--- src/rtl/countdown_alarm.sv ---
// countdown_alarm: downstream stage of the two-digit countdown timer.
// It watches the BCD digits and the run enable, and raises an alarm when an
// armed countdown reaches 00. During the alarm the displays flash and the
// buzzer sounds, until a fixed timeout or an acknowledge. After that it holds
// a steady "done" indication until a new non-zero value is loaded.
//
// Ports:
//   clock         system clock
//   reset         asynchronous, active-low reset
//   digit_ones    BCD ones digit (10-15 = blank)
//   digit_tens    BCD tens digit (10-15 = blank)
//   running       counter run enable
//   ack_n         raw active-low acknowledge pushbutton
//   l1, l2        ones / tens 7-segment outputs {a..g}, active-low, registered
//   buzzer        buzzer drive
//   alarm_active  high while in ALARM
//   done_led      high while in DONE
//
// Optional feature macro: COUNTDOWN_ALARM_TONE_EN
//   defined   -> buzzer = tone & flash_phase in ALARM (passive piezo)
//   undefined -> buzzer = flash_phase in ALARM (active buzzer), TONE_DIV unused
//
// state | meaning
// IDLE  | not armed, displays show digits
// ARMED | non-zero value seen while running, waiting for 00
// ALARM | flashing displays + buzzer, until timeout or ack
// DONE  | steady done indication until a new non-zero value is loaded
module countdown_alarm #(
  parameter int TICK_DIV   = 50000000,
  parameter int FLASH_DIV  = 12500000,
  parameter int ALARM_SECS = 10,
  parameter int TONE_DIV   = 25000
) (
  input  logic       clock,
  input  logic       reset,
  input  logic [3:0] digit_ones,
  input  logic [3:0] digit_tens,
  input  logic       running,
  input  logic       ack_n,
  output logic [6:0] l1,
  output logic [6:0] l2,
  output logic       buzzer,
  output logic       alarm_active,
  output logic       done_led
);

  localparam int TW = $clog2(TICK_DIV + 1);
  localparam int FW = $clog2(FLASH_DIV + 1);
  localparam int SW = $clog2(ALARM_SECS + 1);
  localparam logic [TW-1:0] TICK_LAST  = TW'(TICK_DIV - 1);
  localparam logic [FW-1:0] FLASH_LAST = FW'(FLASH_DIV - 1);
  localparam logic [SW-1:0] SEC_LAST   = SW'(ALARM_SECS - 1);
  localparam logic [6:0]    SEG_BLANK  = 7'b1111111;

  typedef enum logic [1:0] {IDLE, ARMED, ALARM, DONE} state_t;

  state_t        state, state_nxt;
  logic [TW-1:0] tick_cnt, tick_nxt;
  logic [FW-1:0] flash_cnt, flash_nxt;
  logic [SW-1:0] sec_cnt, sec_nxt;
  logic          flash_phase, phase_nxt;
  logic          ack_s1, ack_s2, ack_prev, ack_pulse;
  logic          valid, zero, tick_done, flash_done, sec_hit, blank;
  logic [6:0]    l1_nxt, l2_nxt;
  logic          buzzer_nxt;

  function automatic logic [6:0] seg_decode(input logic [3:0] d);
    case (d)
      4'd0:    seg_decode = 7'b0000001;
      4'd1:    seg_decode = 7'b1001111;
      4'd2:    seg_decode = 7'b0010010;
      4'd3:    seg_decode = 7'b0000110;
      4'd4:    seg_decode = 7'b1001100;
      4'd5:    seg_decode = 7'b0100100;
      4'd6:    seg_decode = 7'b0100000;
      4'd7:    seg_decode = 7'b0001101;
      4'd8:    seg_decode = 7'b0000000;
      4'd9:    seg_decode = 7'b0000100;
      default: seg_decode = SEG_BLANK;
    endcase
  endfunction

  // Button idles high, so the synchronizer resets to 1 to avoid a false edge.
  always_ff @(posedge clock or negedge reset) begin
    if (!reset) begin
      ack_s1    <= 1'b1;
      ack_s2    <= 1'b1;
      ack_prev  <= 1'b1;
      ack_pulse <= 1'b0;
    end else begin
      ack_s1    <= ack_n;
      ack_s2    <= ack_s1;
      ack_prev  <= ack_s2;
      ack_pulse <= ack_prev & ~ack_s2;
    end
  end

  assign valid      = (digit_ones < 4'd10) && (digit_tens < 4'd10);
  assign zero       = valid && (digit_ones == 4'd0) && (digit_tens == 4'd0);
  assign tick_done  = (tick_cnt == TICK_LAST);
  assign flash_done = (flash_cnt == FLASH_LAST);
  // Leave on the tick that would make the second count reach ALARM_SECS.
  assign sec_hit    = tick_done && (sec_cnt == SEC_LAST);

`ifdef COUNTDOWN_ALARM_TONE_EN
  localparam int NW = $clog2(TONE_DIV + 1);
  localparam logic [NW-1:0] TONE_LAST = NW'(TONE_DIV - 1);
  logic [NW-1:0] tone_cnt, tone_cnt_nxt;
  logic          tone, tone_nxt;
`endif

  always_comb begin
    state_nxt = state;
    case (state)
      IDLE:    if (running && valid && !zero) state_nxt = ARMED;
      ARMED:   if (zero) state_nxt = ALARM;
               else if (!valid) state_nxt = IDLE;
      ALARM:   if (ack_pulse || sec_hit) state_nxt = DONE;
      DONE:    if (valid && !zero) state_nxt = IDLE;
      default: state_nxt = IDLE;
    endcase
  end

  // Alarm timers run only while staying in ALARM; any other case (including
  // entry) leaves them cleared with the displays in the lit phase.
  always_comb begin
    tick_nxt  = '0;
    flash_nxt = '0;
    sec_nxt   = '0;
    phase_nxt = 1'b1;
`ifdef COUNTDOWN_ALARM_TONE_EN
    tone_cnt_nxt = '0;
    tone_nxt     = 1'b0;
`endif
    if (state == ALARM && state_nxt == ALARM) begin
      tick_nxt  = tick_done ? '0 : tick_cnt + 1'b1;
      sec_nxt   = tick_done ? sec_cnt + 1'b1 : sec_cnt;
      flash_nxt = flash_done ? '0 : flash_cnt + 1'b1;
      phase_nxt = flash_done ? ~flash_phase : flash_phase;
`ifdef COUNTDOWN_ALARM_TONE_EN
      tone_cnt_nxt = (tone_cnt == TONE_LAST) ? '0 : tone_cnt + 1'b1;
      tone_nxt     = (tone_cnt == TONE_LAST) ? ~tone : tone;
`endif
    end
  end

  always_comb begin
    blank  = (state_nxt == ALARM) && !phase_nxt;
    l1_nxt = blank ? SEG_BLANK : seg_decode(digit_ones);
    l2_nxt = blank ? SEG_BLANK : seg_decode(digit_tens);
`ifdef COUNTDOWN_ALARM_TONE_EN
    buzzer_nxt = (state_nxt == ALARM) && phase_nxt && tone_nxt;
`else
    buzzer_nxt = (state_nxt == ALARM) && phase_nxt;
`endif
  end

  always_ff @(posedge clock or negedge reset) begin
    if (!reset) begin
      state        <= IDLE;
      tick_cnt     <= '0;
      flash_cnt    <= '0;
      sec_cnt      <= '0;
      flash_phase  <= 1'b1;
      l1           <= SEG_BLANK;
      l2           <= SEG_BLANK;
      buzzer       <= 1'b0;
      alarm_active <= 1'b0;
      done_led     <= 1'b0;
    end else begin
      state        <= state_nxt;
      tick_cnt     <= tick_nxt;
      flash_cnt    <= flash_nxt;
      sec_cnt      <= sec_nxt;
      flash_phase  <= phase_nxt;
      l1           <= l1_nxt;
      l2           <= l2_nxt;
      buzzer       <= buzzer_nxt;
      alarm_active <= (state_nxt == ALARM);
      done_led     <= (state_nxt == DONE);
    end
  end

`ifdef COUNTDOWN_ALARM_TONE_EN
  always_ff @(posedge clock or negedge reset) begin
    if (!reset) begin
      tone_cnt <= '0;
      tone     <= 1'b0;
    end else begin
      tone_cnt <= tone_cnt_nxt;
      tone     <= tone_nxt;
    end
  end
`endif

endmodule

--- config.mk ---
export PLATFORM = sky130hd
export DESIGN_NAME = countdown_alarm
export DESIGN_NICKNAME = d
export VERILOG_FILES = /design/src/rtl/countdown_alarm.sv
export SDC_FILE = /design/constraint.sdc
export NUM_CORES = 1
export LEC_CHECK = 0
export BUFFER_PORTS_ARGS = -buffer_cell sky130_fd_sc_hd__buf_2
export CORE_AREA = 10 10 92 94
export CTS_BUF_LIST = sky130_fd_sc_hd__clkbuf_2
export CTS_CLUSTER_SIZE = 10
export DETAILED_ROUTE_END_ITERATION = 8
export DIE_AREA = 0 0 102 104
export HOLD_SLACK_MARGIN = 0.08
export PLACE_DENSITY_LB_ADDON = 0.3
export SLEW_MARGIN = 0
export SYNTH_ARGS = -nofsm -noshare
export SYNTH_HDL_FRONTEND = slang
export SYNTH_SLANG_ARGS = --single-unit
--- constraint.sdc ---
create_clock -name clock -period 5.35 [get_ports clock]
set_clock_uncertainty 0.05 [all_clocks]
set_input_delay 1.605 -clock clock [delete_from_list [all_inputs] [get_ports clock]]
set_output_delay 1.605 -clock clock [all_outputs]
set_load 0.01 [all_outputs]
Yosys cells after proc, flatten, opt, wreduce, memory -nomap -nowiden
Memory sizes are Yosys's and may differ from the RTL's.
Cells that the tools add are included.
Word-level totals
  register bits: 78
  latch bits: 0
  RAM bits: 0
  bits in read-only memories: 224
  output and inout bits: 17
  memories kept: 2
Operators by class
  add/subtract/negate cells: 3
  multipliers: 0
  div/mod/pow operators: 0
  $lt $le $gt $ge: 2
  eq/ne operators: 9
  shifts and indexed selects: 0
  multiplexer cells: 16
  bitwise gates (word level): 3
  reduce and logical (&&, ||, !) cells: 16
Memory list
  (no name shown): depth 16, bits a word 7, rd ports 1, clocked after Yosys merged registers in 0, wr ports 0, RTL line 68  | case (d)
  (no name shown): depth 16, bits a word 7, rd ports 1, clocked after Yosys merged registers in 0, wr ports 0, RTL line 68
Operators with widths (number)
  26-bit 2-to-1 mux: 2
  24-bit 2-to-1 mux: 2
  26-bit by 1-bit adder with 26-bit output, second input constant: 1
  26-bit == test, second input constant: 1
  24-bit by 1-bit adder with 24-bit output, second input constant: 1
  24-bit == test, second input constant: 1
  7-bit 2-to-1 mux: 2
  1-bit logical AND: 10
  2-bit 2-to-1 mux: 5
  2-bit == test, second input constant: 4
  4-bit logical NOT: 2
  4-bit less-than comparator, second input constant: 2
  4-bit 2-to-1 mux: 2
  2-bit one-hot mux with 4 select lines: 1
  4-bit by 1-bit adder with 4-bit output, second input constant: 1
  4-bit == test, second input constant: 1
  2-bit by 1-bit == test with 1-bit output, second input constant: 1
  1-bit logical NOT: 2
  2-bit logical NOT: 1
  1-bit 2-to-1 mux: 2
  2-bit inequality test, second input constant: 1
  1-bit NOT: 2
  1-bit AND: 1
  1-bit logical OR: 1

Longest topological paths before layout
  depth after elaboration: 14
  mapped depth: 8
  mapped depth without buffers: 7

Worst setup path before layout
Ideal clock, no wire load.
  kind: input-to-reg
  start point: input port digit_ones[2]
  end point: register buzzer
  library setup time: 0.078 ns
  arrival: 2.583 ns
  data required time: 5.222 ns
  slack: 2.639 ns
  cell stages on the path: 5
  cells stage by stage: clkbuf_1 > o21ai_0 > nand3_1 > or3_1 > a21boi_1
Between the ends
  cells in the longest elaborated chain, start to end: 12
Ends and longest elaborated chain
  start: declaration: RTL line 36  | input logic [3:0] digit_ones,
  4-bit less-than comparator: RTL line 98  | assign valid = (digit_ones < 4'd10) && (digit_tens < 4'd10);
  1-bit logical AND: RTL line 98
  1-bit logical AND (2 in series): RTL line 99  | assign zero = valid && (digit_ones == 4'd0) && (digit_tens == 4'd0);
  1-bit logical NOT: RTL line 115, 119
  1-bit logical AND, on equally long branches: RTL line 119, 115
  2-bit 2-to-1 mux, on equally long branches: RTL line 119, 115
  2-bit one-hot mux with 4 select lines (*): RTL line 114  | case (state)
  2-bit == test (*): RTL line 135, 154
  1-bit logical AND: RTL line 135  | if (state == ALARM && state_nxt == ALARM) begin
  1-bit 2-to-1 mux: RTL line 135
  1-bit logical AND (*): RTL line 154  | buzzer_nxt = (state_nxt == ALARM) && phase_nxt;
  named net buzzer_nxt: RTL line 65  | logic buzzer_nxt;
  end signal: assignment: RTL line 178  | buzzer <= buzzer_nxt;
  end: declaration: RTL line 42  | output logic buzzer,
The timed path passes the listed nets; every way through them passes the cells marked *.
A chain may end at the register's enable or synchronous reset.

Final worst setup path
  start point: register l1[2]
  end point: output port l1[2]
RTL lines
  start: declaration: RTL line 40  | output logic [6:0] l1,
  start signal: assignment: RTL line 176  | l1 <= l1_nxt;
No word-level cell between the ends.

==> out/summary.txt <==
DR DRC count -> 0
Primary FF master, synth -> dfrtp_1
Final setup viols -> 0
Syn-to-layout area delta -> 7.34%
Worst endpoint data arrival time -> 1.19 ns
Synth warn -> 0
Least-Margin Pin Slew -> 0.947 ns
Share of synthesized registers carrying an async set or reset -> 1.00
Total Routing Usage GR -> 0.143
Resize count post-CTS -> 0
# clock sinks -> 78
Syn_nets -> 422
Core area -> 6680 sq um
Routed WL per cell -> 13.8 um
Synth Register Bits -> 78
Vias in the first global route -> 2650
First-pass GRT wire length -> 12400 um
Largest net degree at the start of global routing -> 79
Clock transition at path regs -> 0.22 ns
Cells after Synth -> 396
Die height -> 104 um
Detail Route Antenna Nets -> 0
CP max stage delay -> 0.57 ns
Worst reg2reg path endpoint -> tick_cnt[2]
Number of max-cap violations -> 0
Lkg Pwr -> 0.00175 uW
Area of the multi-input gates -> 1780 sq um
# H-tree levels -> 3
Detailed-route via count -> 2710
Status -> complete, no violations
Crit-path leading delay family -> flip-flops
Iter 0 DRT Violations -> 102
Element type at the critical path end -> output port
Worst Hold Class -> flip-flop to flip-flop
Crit-path max FO -> 1
Final Wtd Congestion -> 0.796
Startpoint types -> flip-flop
Cts bufs inserted -> 9
Min cycle time layout -> 2.85 ns
Tcrit/Tclk final -> 0.532
Worst R2R Path Depth -> 5
Critical path cell sequence -> buf_2
Share of cells above drive strength 1 -> 0.171
HPWL Detailed -> 4850 um
Post-synth EDFFs -> 0
Design Power -> 981 uW
Initial antenna violation count -> 0
CP bufs+invs -> 1
ANT cells -> 0
Netlist cell types -> 45
CTS tree -> yes
Avg Synthesized Cell Area -> 9.81 sq um
Fin. Hold Viols -> 0
P per Cell Area -> 235 nW/um^2
Hold path cells -> 0
CTS max path bufs -> 2
CP required -> 3.70 ns
Worst r2r src -> tick_cnt[8]
RSZ-0062 raised after global routing -> false
Fin util -> 0.624
Final wirelength -> 6980 um
Slew HR -> 0.369
Hold Path End -> ack_s2
Post-CTS setup buffer count -> 0
Slowest library cell on the worst path -> dfstp_2
Worst-case register-to-register setup slack -> 2.57 ns
Crit Path Class -> flip-flop to output port
Drt pass-1 iters -> 4
Nets -> 448
Initial Util -> 0.582
Die area -> 10600 sq um
HP Start -> ack_s1
Fillers -> 547
Total grt overflow -> 0
Setup TNS -> 0 ns
Port Buffers -> 28
Post-synthesis cell area -> 3890 sq um
Die width -> 102 um
Root Buffer -> clkbuf_2
Post-synthesis sequential area ratio -> 0.508
Hold buffers post-CTS -> 0
Vias/cell -> 5.35
Row count -> 30
Boundary pin count -> 29
Slew Viols, Final -> 0
Register area -> 1970 sq um
Worst-skew pair later-pin latency -> 0.50 ns
Fmax -> 351 MHz
Max VDD drop -> 149 uV
==> power by group <==
group	switching [uW]	leakage (uW)	internal, uW
registers	4.28	0.00103	609
logic	40.0	0.000659	20.7
clock network	198	0.0000679	109
total	243	0.00175	739
==> synthesized netlist by cell type, types with 2 or more instances <==
cell	count	area share
o21ai_0	16	0.021
xnor2_1	21	0.047
nand4_1	11	0.018
xor2_1	25	0.056
a21boi_1	2	0.0039
nor4_1	5	0.0080
dfstp_2	18	0.12
nor3_1	7	0.0090
o21ai_1	4	0.0052
or3_1	4	0.0064
nand3_1	23	0.030
or2_2	4	0.0064
inv_1	16	0.015
o211ai_1	2	0.0039
ha_1	14	0.045
a21oi_1	12	0.015
and4_1	6	0.014
nand2b_1	2	0.0032
nor2_1	73	0.071
and2_1	4	0.0064
nor3b_1	2	0.0039
buf_6	2	0.0058
dfrtp_1	60	0.39
a21boi_0	2	0.0039
clkbuf_1	7	0.0068
and3_1	7	0.011
nand2_1	26	0.025
buf_2	3	0.0039
nand3b_1	2	0.0039
==> state kept, by name, indices dropped and copies added (netlist names) <==
name          cells
ack_prev          1
tick_cnt         26
flash_cnt        24
l1                7
ack_s2            1
ack_s1            1
alarm_active      1
flash_phase       1
state             2
ack_pulse         1
sec_cnt           4
l2                7
done_led          1
buzzer            1
==> how the worst max path moves through the flow <==
stage | from | to | slack [ns] | cells after the start
global route | tick_cnt[8] | tick_cnt[2] | 2.38 | 5
CTS | l1[2] | l1[2] | 2.42 | 1
floorplan | digit_ones[2] | buzzer | 2.64 | 5
detailed placement | digit_tens[3] | buzzer | 2.51 | 5
finish | l1[2] | l1[2] | 2.50 | 1
global placement | digit_tens[3] | buzzer | 2.51 | 5
==> logic make-up after synthesis <==
group,Yosys count,synth area share
simple gates,188,0.249
xor+xnor,46,0.104
flops,78,0.508
mux,2,0.00547
buf+inv,29,0.0338
fa+ha+maj,14,0.0451
compound gates,39,0.0547
==> metrics by stage <==
stage	hold WS (ns)	worst slack [ns]	cell area (sq um)	cells
3_5_place_dp	0.306	2.51	4060	491
4_1_cts	0.331	2.42	4170	507
6_report	0.327	2.50	4170	507
5_1_grt	0.334	2.38	4170	507
3_3_place_gp	0.296	2.51	4060	491
2_1_floorplan	0.295	2.64	3890	396
==> placed cells by master (no fill, tap or decap), drive strengths merged, types with 7 or more instances in the layout <==
cell	Yosys	final
a21oi	12	12
and3	7	7
buf	6	28
clkbuf	7	10
dfrtp	60	60
dfstp	18	18
ha	14	14
inv	16	16
nand2	26	26
nand3	23	23
nand4	12	12
nor2	73	73
nor3	8	8
o21ai	20	20
xnor2	21	21
xor2	25	25
==> area by class of cell <==
type,count,area share
sequential,78,0.473
clock buffer,10,0.0120
multi-input combinational,289,0.427
tap,80,0.0240
clock inverter,6,0.0153
inverter,16,0.0144
timing repair buffer,28,0.0342
==> metal layers <==
metal | share of wire | track usage
met5 | 0 | 0
met1 | 0.49 | 0.185
met2 | 0.46 | 0.217
met3 | 0.036 | 0.0326
met4 | 0.017 | 0.0696
==> worst register-to-register path, delay by kind of cell (launching register included) <==
family,cells,cell delay (ns)
AND/OR/NAND/NOR,5,2.12
flip-flops,1,0.48
No activity file was read; power rests on OpenSTA's default activity.
